$ cat config.mk
export PLATFORM = sky130hd
export DESIGN_NAME = spi_master_flat
export DESIGN_NICKNAME = d
export VERILOG_FILES = /design/src/rtl/spi_master_if.sv /design/src/rtl/spi_master.sv /design/src/flat_wrapper.sv
export SDC_FILE = /design/constraint.sdc
export NUM_CORES = 1
export LEC_CHECK = 0
export ABC_AREA = 0
export CAP_MARGIN = 20
export CELL_PAD_IN_SITES_DETAIL_PLACEMENT = 1
export CELL_PAD_IN_SITES_GLOBAL_PLACEMENT = 1
export CORE_UTILIZATION = 44
export CTS_CLUSTER_DIAMETER = 60
export DETAILED_ROUTE_END_ITERATION = 16
export HOLD_SLACK_MARGIN = 0.15
export PLACE_DENSITY_LB_ADDON = 0.1
export SLEW_MARGIN = 15
export SYNTH_ARGS = -nofsm -noshare
export SYNTH_HDL_FRONTEND = slang
export SYNTH_SLANG_ARGS = --single-unit
$ cat constraint.sdc
create_clock -name CLK -period 4.56 [get_ports CLK]
set_input_delay 0.912 -clock CLK [delete_from_list [all_inputs] [get_ports CLK]]
set_output_delay 0.912 -clock CLK [all_outputs]
set_load 0.1 [all_outputs]
$ cat src/rtl/spi_master_if.sv
// Bus bundle for spi_master: request/response handshake toward the fabric
// plus the four SPI wires, with a debug view of the controller state.
interface spi_master_if #(
  parameter int WIDTH = 8
);
  // Request/response handshake:
  //   START is a one-cycle request that is accepted on any rising CLK edge
  //   where BUSY is low; TX_DATA is captured on that same edge. BUSY stays
  //   high until the edge that raises DONE. DONE is high for exactly one
  //   cycle, and RX_DATA holds the received word from that edge onward.
  //   A START seen while BUSY is high is dropped, not queued.
  logic             START;
  logic [WIDTH-1:0] TX_DATA;
  logic [WIDTH-1:0] RX_DATA;
  logic             BUSY;
  logic             DONE;
  // SPI mode-0 wires
  logic             SCLK;
  logic             MOSI;
  logic             MISO;
  logic             CS;
  // Controller state encoding, exposed for observation only
  logic [2:0]       dbg_state;

  modport master (
    input  START, TX_DATA, MISO,
    output RX_DATA, BUSY, DONE, SCLK, MOSI, CS, dbg_state
  );

  modport slave (
    output START, TX_DATA, MISO,
    input  RX_DATA, BUSY, DONE, SCLK, MOSI, CS, dbg_state
  );
endinterface

$ cat src/rtl/spi_master.sv
// SPI mode-0 initiator: one START request becomes a CS-framed transfer of
// WIDTH bits, MSB first, with each SCLK phase lasting CLK_DIV system clocks.
// The word shifted in on MISO is returned with a one-cycle DONE strobe.
module spi_master #(
  parameter int WIDTH   = 8,
  parameter int CLK_DIV = 2
) (
  input  logic          CLK,
  input  logic          RST_N,
  spi_master_if.master  bus
);

  localparam int DIV_W = $clog2(CLK_DIV + 1);
  localparam int BIT_W = $clog2(WIDTH + 1);
  localparam logic [DIV_W-1:0] DIV_LAST = DIV_W'(CLK_DIV - 1);
  localparam logic [BIT_W-1:0] BIT_LAST = BIT_W'(WIDTH - 1);

  typedef enum logic [2:0] {
    ST_IDLE   = 3'd0,
    ST_LEAD   = 3'd1,
    ST_HIGH   = 3'd2,
    ST_LOW    = 3'd3,
    ST_FINISH = 3'd4
  } state_t;

  state_t             state_q, state_d;
  logic [DIV_W-1:0]   div_cnt_q, div_cnt_d;
  logic [BIT_W-1:0]   bit_cnt_q, bit_cnt_d;
  logic [WIDTH-1:0]   tx_sh_q, tx_sh_d;
  logic [WIDTH-1:0]   rx_sh_q, rx_sh_d;
  logic [WIDTH-1:0]   rx_data_q, rx_data_d;
  logic               sclk_q, sclk_d;
  logic               mosi_q, mosi_d;
  logic               cs_q, cs_d;
  logic               busy_q, busy_d;
  logic               done_q, done_d;

  // Helpers: MISO appended below the RX register, TX register shifted by one,
  // and "this edge ends the current half-period".
  logic [WIDTH:0]     rx_ext;
  logic [WIDTH-1:0]   tx_shift;
  logic               half_done;

  // State and datapath registers; reset aborts any transfer in flight.
  always_ff @(posedge CLK or negedge RST_N) begin
    if (!RST_N) begin
      state_q   <= ST_IDLE;
      div_cnt_q <= '0;
      bit_cnt_q <= '0;
      tx_sh_q   <= '0;
      rx_sh_q   <= '0;
      rx_data_q <= '0;
      sclk_q    <= 1'b0;
      mosi_q    <= 1'b0;
      cs_q      <= 1'b1;
      busy_q    <= 1'b0;
      done_q    <= 1'b0;
    end else begin
      state_q   <= state_d;
      div_cnt_q <= div_cnt_d;
      bit_cnt_q <= bit_cnt_d;
      tx_sh_q   <= tx_sh_d;
      rx_sh_q   <= rx_sh_d;
      rx_data_q <= rx_data_d;
      sclk_q    <= sclk_d;
      mosi_q    <= mosi_d;
      cs_q      <= cs_d;
      busy_q    <= busy_d;
      done_q    <= done_d;
    end
  end

  // Next-state and output logic. Every registered output changes only on the
  // edge that ends a half-period, so each SCLK phase is exactly CLK_DIV long.
  always_comb begin
    state_d   = state_q;
    div_cnt_d = div_cnt_q;
    bit_cnt_d = bit_cnt_q;
    tx_sh_d   = tx_sh_q;
    rx_sh_d   = rx_sh_q;
    rx_data_d = rx_data_q;
    sclk_d    = sclk_q;
    mosi_d    = mosi_q;
    cs_d      = cs_q;
    busy_d    = busy_q;
    done_d    = 1'b0;
    rx_ext    = {rx_sh_q, bus.MISO};
    tx_shift  = tx_sh_q << 1;
    half_done = (div_cnt_q == DIV_LAST);

    case (state_q)
      ST_IDLE: begin
        if (bus.START) begin
          tx_sh_d   = bus.TX_DATA;
          rx_sh_d   = '0;
          mosi_d    = bus.TX_DATA[WIDTH-1];
          cs_d      = 1'b0;
          busy_d    = 1'b1;
          sclk_d    = 1'b0;
          div_cnt_d = '0;
          bit_cnt_d = '0;
          state_d   = ST_LEAD;
        end
      end

      ST_LEAD, ST_LOW: begin
        if (half_done) begin
          // Rising SCLK: sample MISO, which was set up during the low phase
          div_cnt_d = '0;
          sclk_d    = 1'b1;
          rx_sh_d   = rx_ext[WIDTH-1:0];
          state_d   = ST_HIGH;
        end else begin
          div_cnt_d = div_cnt_q + DIV_W'(1);
        end
      end

      ST_HIGH: begin
        if (half_done) begin
          // Falling SCLK: either present the next bit or hold for the CS tail
          div_cnt_d = '0;
          sclk_d    = 1'b0;
          bit_cnt_d = bit_cnt_q + BIT_W'(1);
          if (bit_cnt_q == BIT_LAST) begin
            state_d = ST_FINISH;
          end else begin
            tx_sh_d = tx_shift;
            mosi_d  = tx_shift[WIDTH-1];
            state_d = ST_LOW;
          end
        end else begin
          div_cnt_d = div_cnt_q + DIV_W'(1);
        end
      end

      ST_FINISH: begin
        if (half_done) begin
          div_cnt_d = '0;
          cs_d      = 1'b1;
          busy_d    = 1'b0;
          done_d    = 1'b1;
          rx_data_d = rx_sh_q;
          mosi_d    = 1'b0;
          state_d   = ST_IDLE;
        end else begin
          div_cnt_d = div_cnt_q + DIV_W'(1);
        end
      end

      default: begin
        state_d = ST_IDLE;
      end
    endcase
  end

  assign bus.RX_DATA   = rx_data_q;
  assign bus.BUSY      = busy_q;
  assign bus.DONE      = done_q;
  assign bus.SCLK      = sclk_q;
  assign bus.MOSI      = mosi_q;
  assign bus.CS        = cs_q;
  assign bus.dbg_state = state_q;

endmodule

$ cat src/flat_wrapper.sv
// flat-port wrapper written by rule: the top's interface ports become plain ports
module spi_master_flat 
#(
  parameter int WIDTH   = 8,
  parameter int CLK_DIV = 2
)
  (CLK, RST_N, bus_START, bus_TX_DATA, bus_MISO, bus_RX_DATA, bus_BUSY, bus_DONE, bus_SCLK, bus_MOSI, bus_CS, bus_dbg_state);
  spi_master_if #(.WIDTH(WIDTH)) bus_i ();
  input  logic CLK;
  input  logic RST_N;
  input wire logic [$bits(bus_i.START)-1:0] bus_START;
  input wire logic [$bits(bus_i.TX_DATA)-1:0] bus_TX_DATA;
  input wire logic [$bits(bus_i.MISO)-1:0] bus_MISO;
  output wire logic [$bits(bus_i.RX_DATA)-1:0] bus_RX_DATA;
  output wire logic [$bits(bus_i.BUSY)-1:0] bus_BUSY;
  output wire logic [$bits(bus_i.DONE)-1:0] bus_DONE;
  output wire logic [$bits(bus_i.SCLK)-1:0] bus_SCLK;
  output wire logic [$bits(bus_i.MOSI)-1:0] bus_MOSI;
  output wire logic [$bits(bus_i.CS)-1:0] bus_CS;
  output wire logic [$bits(bus_i.dbg_state)-1:0] bus_dbg_state;
  assign bus_i.START = bus_START;
  assign bus_i.TX_DATA = bus_TX_DATA;
  assign bus_i.MISO = bus_MISO;
  assign bus_RX_DATA = bus_i.RX_DATA;
  assign bus_BUSY = bus_i.BUSY;
  assign bus_DONE = bus_i.DONE;
  assign bus_SCLK = bus_i.SCLK;
  assign bus_MOSI = bus_i.MOSI;
  assign bus_CS = bus_i.CS;
  assign bus_dbg_state = bus_i.dbg_state;
  spi_master #(.WIDTH(WIDTH), .CLK_DIV(CLK_DIV)) u_core (.CLK(CLK), .RST_N(RST_N), .bus(bus_i));
endmodule
Word-level counts from Yosys, hierarchy flattened
Index checks and enable logic that the tools add are counted. Widths: inputs -> output; s select.

Flip-flop bits (word level): 37.

Muxes and demuxes: 32. Add/subtract/negate cells: 2. Reductions and logical operators: 18. Equality and inequality tests: 11.

Operator list (number): $mux 7 (3); $mux 8 (2); $pmux 8 s2 (1); $mux 3 (5); $pmux 7 s2 (1); $pmux 3 s4 (1); $reduce_and 4->1 (3); $mux 1 (9); $reduce_and 3->1 (3); $mux 4 (2); $pmux 4 s2 (1); $reduce_bool 2->1 (4); $eq 3x2->1 const B (2); $ne 2x1->1 const B (3); $pmux 1 s3 (2); $reduce_bool 3->1 (2); $reduce_and 5->1 (1); $add 4x1->4 const B (1); $eq 4x3->1 const B (1); $mux 2 (2); $ne 2x2->1 const B (2); $pmux 1 s2 (2); $pmux 2 s2 (1); $reduce_and 2->1 (2); other kinds (7) (7).

Longest topological paths before layout
Depth in word-level cells: 4. Mapped depth: 7.

Worst setup path before layout
OpenSTA, ideal clock, no wires.

Path kind: register -> register. Start point: register u_core.state_q[2] (netlist: u_core.bus.dbg_state[2]). End point: register u_core.rx_data_q[1] (netlist: u_core.bus.RX_DATA[1]). Stages on the path, launching flop included: 6. Path slack: 2400 ps. Buffers on the path: 2. Setup time: 125 ps. Arrival time: 2035 ps. Period minus slack after synthesis: 2160 ps. Data required time: 4435 ps. Cells stage by stage: dfrtp_1 > buf_2 > nand2b_1 > nor3_2 > buf_4 > mux2_2.

Longest elaborated chain between the ends: 2.

RTL lines: start: declaration (RTL line spi_master.sv:26) `state_t state_q, state_d;`; start signal: assignment (RTL line spi_master.sv:59) `state_q <= state_d;`; $eq 3x3->1 (RTL line spi_master.sv:91) `case (state_q)`; $reduce_and 2->1 (no line); end signal: assignment (RTL line spi_master.sv:64) `rx_data_q <= rx_data_d;`; end: declaration (RTL line spi_master.sv:31) `logic [WIDTH-1:0] rx_data_q, rx_data_d;`.

No other way between the ends. A chain may end at the register's enable or synchronous reset.

Worst setup path after layout
Start point: register u_core.state_q[2] (netlist: u_core.bus.dbg_state[2]). End point: output port bus_dbg_state[2].

RTL lines: end: declaration (RTL line flat_wrapper.sv:20) `output wire logic [$bits(bus_i.dbg_state)-1:0] bus_dbg_state;`.

No word-level cell between the ends.

==> impl_metrics.py <==
metrics = {
    "outcome": {
        "status": "complete, no violations",
    },
    "route": {
        "vias": 1306,
        "vias_per_cell": 5.46,
        "totalWireLength_um": 3700,
        "drc": 0,
        "routedWlPerCell_um": 15.5,
        "antenna_left": 0,
        "drt_iter0_markers": 53,
        "drt_first_pass_iters": 4,
    },
    "timing": {
        "setup_viol": 0,
        "rsz0062_at_grt": "no",
        "final.min_clock_period_ns": 3.23,
        "worstMarginPinSlew_ns": 0.987,
        "period_share_pct": 70.9,
        "slew_headroom_pct": 34.0,
        "slew_violations": 0,
        "fin_worst_skew_ns": 0.00227,
        "final_hold_viol_count": 0,
        "max_freq_mhz": 309,
        "setup_tns_ns": 0,
    },
    "global_routing": {
        "grt_max_degree": 38,
        "grt_first_pass_wirelength_um": 6390,
        "grt_pass1_vias": 1340,
        "antenna_found_initial": 0,
        "grt_overflow_total": 0,
        "grt_usage_pct": 20.3,
    },
    "floorplan": {
        "rows": 22,
        "core_mm2": 0.00372,
        "dieArea_mm2": 0.00418,
        "io_pins": 28,
        "fp.dieW_um": 64.7,
        "start_util_pct": 46.5,
        "die_h_um": 64.7,
    },
    "logic_synthesis": {
        "netlist_area_mm2": 0.00173,
        "synthArstFlopShare_pct": 100,
        "synth.most_common_cell": "dfrtp_1",
        "ys.flop_type": "dfrtp_1",
        "synth_warnings": 0,
        "synth_common_cells": "dfrtp_1 (36), nand2_1 (26), nor2_1 (12)",
        "synth_top_area_share_pct": 52.1,
        "yosys.area.top_type": "dfrtp_1",
        "yosysSeqAreaShare_pct": 53.7,
        "postSynthAreaPerCell_um2": 10.5,
        "ys_types": 42,
        "synth_nets": 178,
        "ys_ff_latch": 37,
        "synthCells": 165,
        "synth.top_cells.by_area": "dfrtp_1 (52%), mux2_2 (5.9%), nand2_1 (5.6%)",
        "synth_edf_count": 0,
    },
    "clock_network": {
        "post_cts_buffers": 0,
        "clockBufferDepth": 2,
        "cts_resized": 0,
        "cts.htree.levels": 2,
        "holdBufCountCts": 0,
        "cts-root-buf": "clkbuf_8",
        "clock_sinks": 37,
        "cts_tree": "yes",
        "cts_made_buffers": 5,
        "clkLatencyLatePin_ns": 0.29,
        "path_clk_slew_ns": 0.07,
    },
    "run": {
        "cap_violations": 0,
    },
    "pwr": {
        "swShare_pct": 43.4,
        "pwr-share-clk_pct": 20.1,
        "p_leak_nw": 0.904,
        "p_sw_mw": 0.609,
        "pwr-share-comb_pct": 42.6,
        "p_int_mw": 0.794,
        "power_frac_seq_pct": 37.3,
        "ir_drop_mv": 0.275,
        "p_per_area_mw_per_mm2": 662,
    },
    "worst_setup_path": {
        "r2r_end": "u_core.bus.RX_DATA[6]",
        "critical_path_class": "flip-flop to primary output",
        "reg2reg_slack_ns": 2.37,
        "arrival_ns": 2.32,
        "reg2reg_depth": 3,
        "slowest_stage": "clkdlybuf4s50_1",
        "path_cells": "clkdlybuf4s50_1",
        "required_ns": 3.65,
        "worstSetupEndpointType": "primary output",
        "slowest_delay_ns": 1.26,
        "critPathMaxFanout": 19,
        "cpLargestDelayFamily": "buffers and inverters",
        "crit_buf_inv": 1,
        "reg2reg_from": "u_core.bus.dbg_state[2]",
        "critPathLaunchType": "flip-flop",
    },
    "hold_path": {
        "hold_class": "flip-flop to flip-flop",
        "min_path_cells": 2,
        "hold_path_end": "u_core.rx_sh_q[7]",
        "hp-start": "u_core.rx_sh_q[7]",
    },
    "finish": {
        "num-fill-cells": 410,
        "diodes": 0,
        "num-nets-final": 203,
        "area_growth_pct": 22.7,
        "post-route-util_pct": 57.0,
        "drive_gt1_share_pct": 13.1,
    },
    "place": {
        "portBuffers": 27,
        "gp_congestion": 0.779,
        "dp_hpwl_um": 2620,
    },
}
[layout make-up]
class / instances / area [um^2] / area share, %
multi-input cells: 114 / 721 / 34.0
repair buffers: 29 / 285 / 13.5
clock buffers: 5 / 68.8 / 3.25
inverters: 3 / 11.3 / 0.531
flip-flops and latches: 37 / 927 / 43.7
clock inverters: 3 / 46.3 / 2.18
well taps: 48 / 60.1 / 2.83
[through the flow]
step,power [mW],cells,worst slack [ns],hold WS (ns),cell area [um^2]
finish,1.40,239,1.33,0.488,2120
global route,1.50,239,1.23,0.532,2120
CTS,1.41,238,1.33,0.505,2110
detailed placement,1.12,230,1.64,0.488,2000
global placement,1.09,230,1.70,0.461,2000
floorplan,0.998,165,2.40,0.444,1730
[worst max-delay path by stage]
stage	cells past startpoint	from	end
global route	1	u_core.bus.dbg_state[2]	bus_dbg_state[2]
CTS	1	u_core.bus.dbg_state[2]	bus_dbg_state[2]
detailed placement	1	u_core.bus.dbg_state[2]	bus_dbg_state[2]
finish	1	u_core.bus.dbg_state[2]	bus_dbg_state[2]
floorplan	5	u_core.bus.dbg_state[2]	u_core.bus.RX_DATA[1]
global placement	1	u_core.bus.dbg_state[2]	bus_dbg_state[2]
[sequential cells by signal (all words and copies together) (netlist names), 2 cells and up]
name                  count
u_core.rx_sh_q            8
u_core.bus.RX_DATA        8
u_core.div_cnt_q          2
u_core.tx_sh_q            7
u_core.bit_cnt_q          4
u_core.bus.dbg_state      3
[cell usage in the layout, fill, tap and decap left out, types with 2 or more instances in the layout]
| cell | instances |
|---|---|
| nor2_1 | 12 |
| buf_4 | 2 |
| nand3_1 | 3 |
| o21ai_0 | 11 |
| and3b_1 | 2 |
| a2bb2oi_1 | 6 |
| o21ai_1 | 2 |
| nand2_1 | 26 |
| dfrtp_1 | 36 |
| nor3_1 | 4 |
| inv_1 | 3 |
| mux2_2 | 9 |
| o22ai_1 | 7 |
| clkdlybuf4s50_1 | 27 |
| clkbuf_8 | 5 |
| o211ai_1 | 2 |
| a21oi_1 | 5 |
| nor2b_1 | 3 |
[logic make-up (layout without fill, tap and decap cells)]
group	after synthesis	in the layout	synth area share [%]
xor+xnor	2	2	1.01
simple gates	61	61	18.2
compound gates	40	40	15.4
fa+ha+maj	1	1	0.724
mux	10	10	6.44
flops	37	37	53.7
buf+inv	14	40	4.63
[metal layers]
layer / GRT usage, % / vias up / part of all wire, %
li1: - / 625 / -
met1: 26.3 / 660 / 46
met2: 32.6 / 16 / 49
met3: 5.46 / 5 / 3.4
met4: 7.50 / 0 / 1.5
met5: 0 / - / 0
[power groups by stage]
stage | Combinational (mW) | Clock (mW) | Sequential (mW)
floorplan | 0.368 | 0 | 0.630
global placement | 0.571 | 0 | 0.520
detailed placement | 0.591 | 0 | 0.527
CTS | 0.594 | 0.292 | 0.523
global route | 0.659 | 0.300 | 0.539
finish | 0.597 | 0.282 | 0.523
No activity file was read; power rests on OpenSTA's default activity.
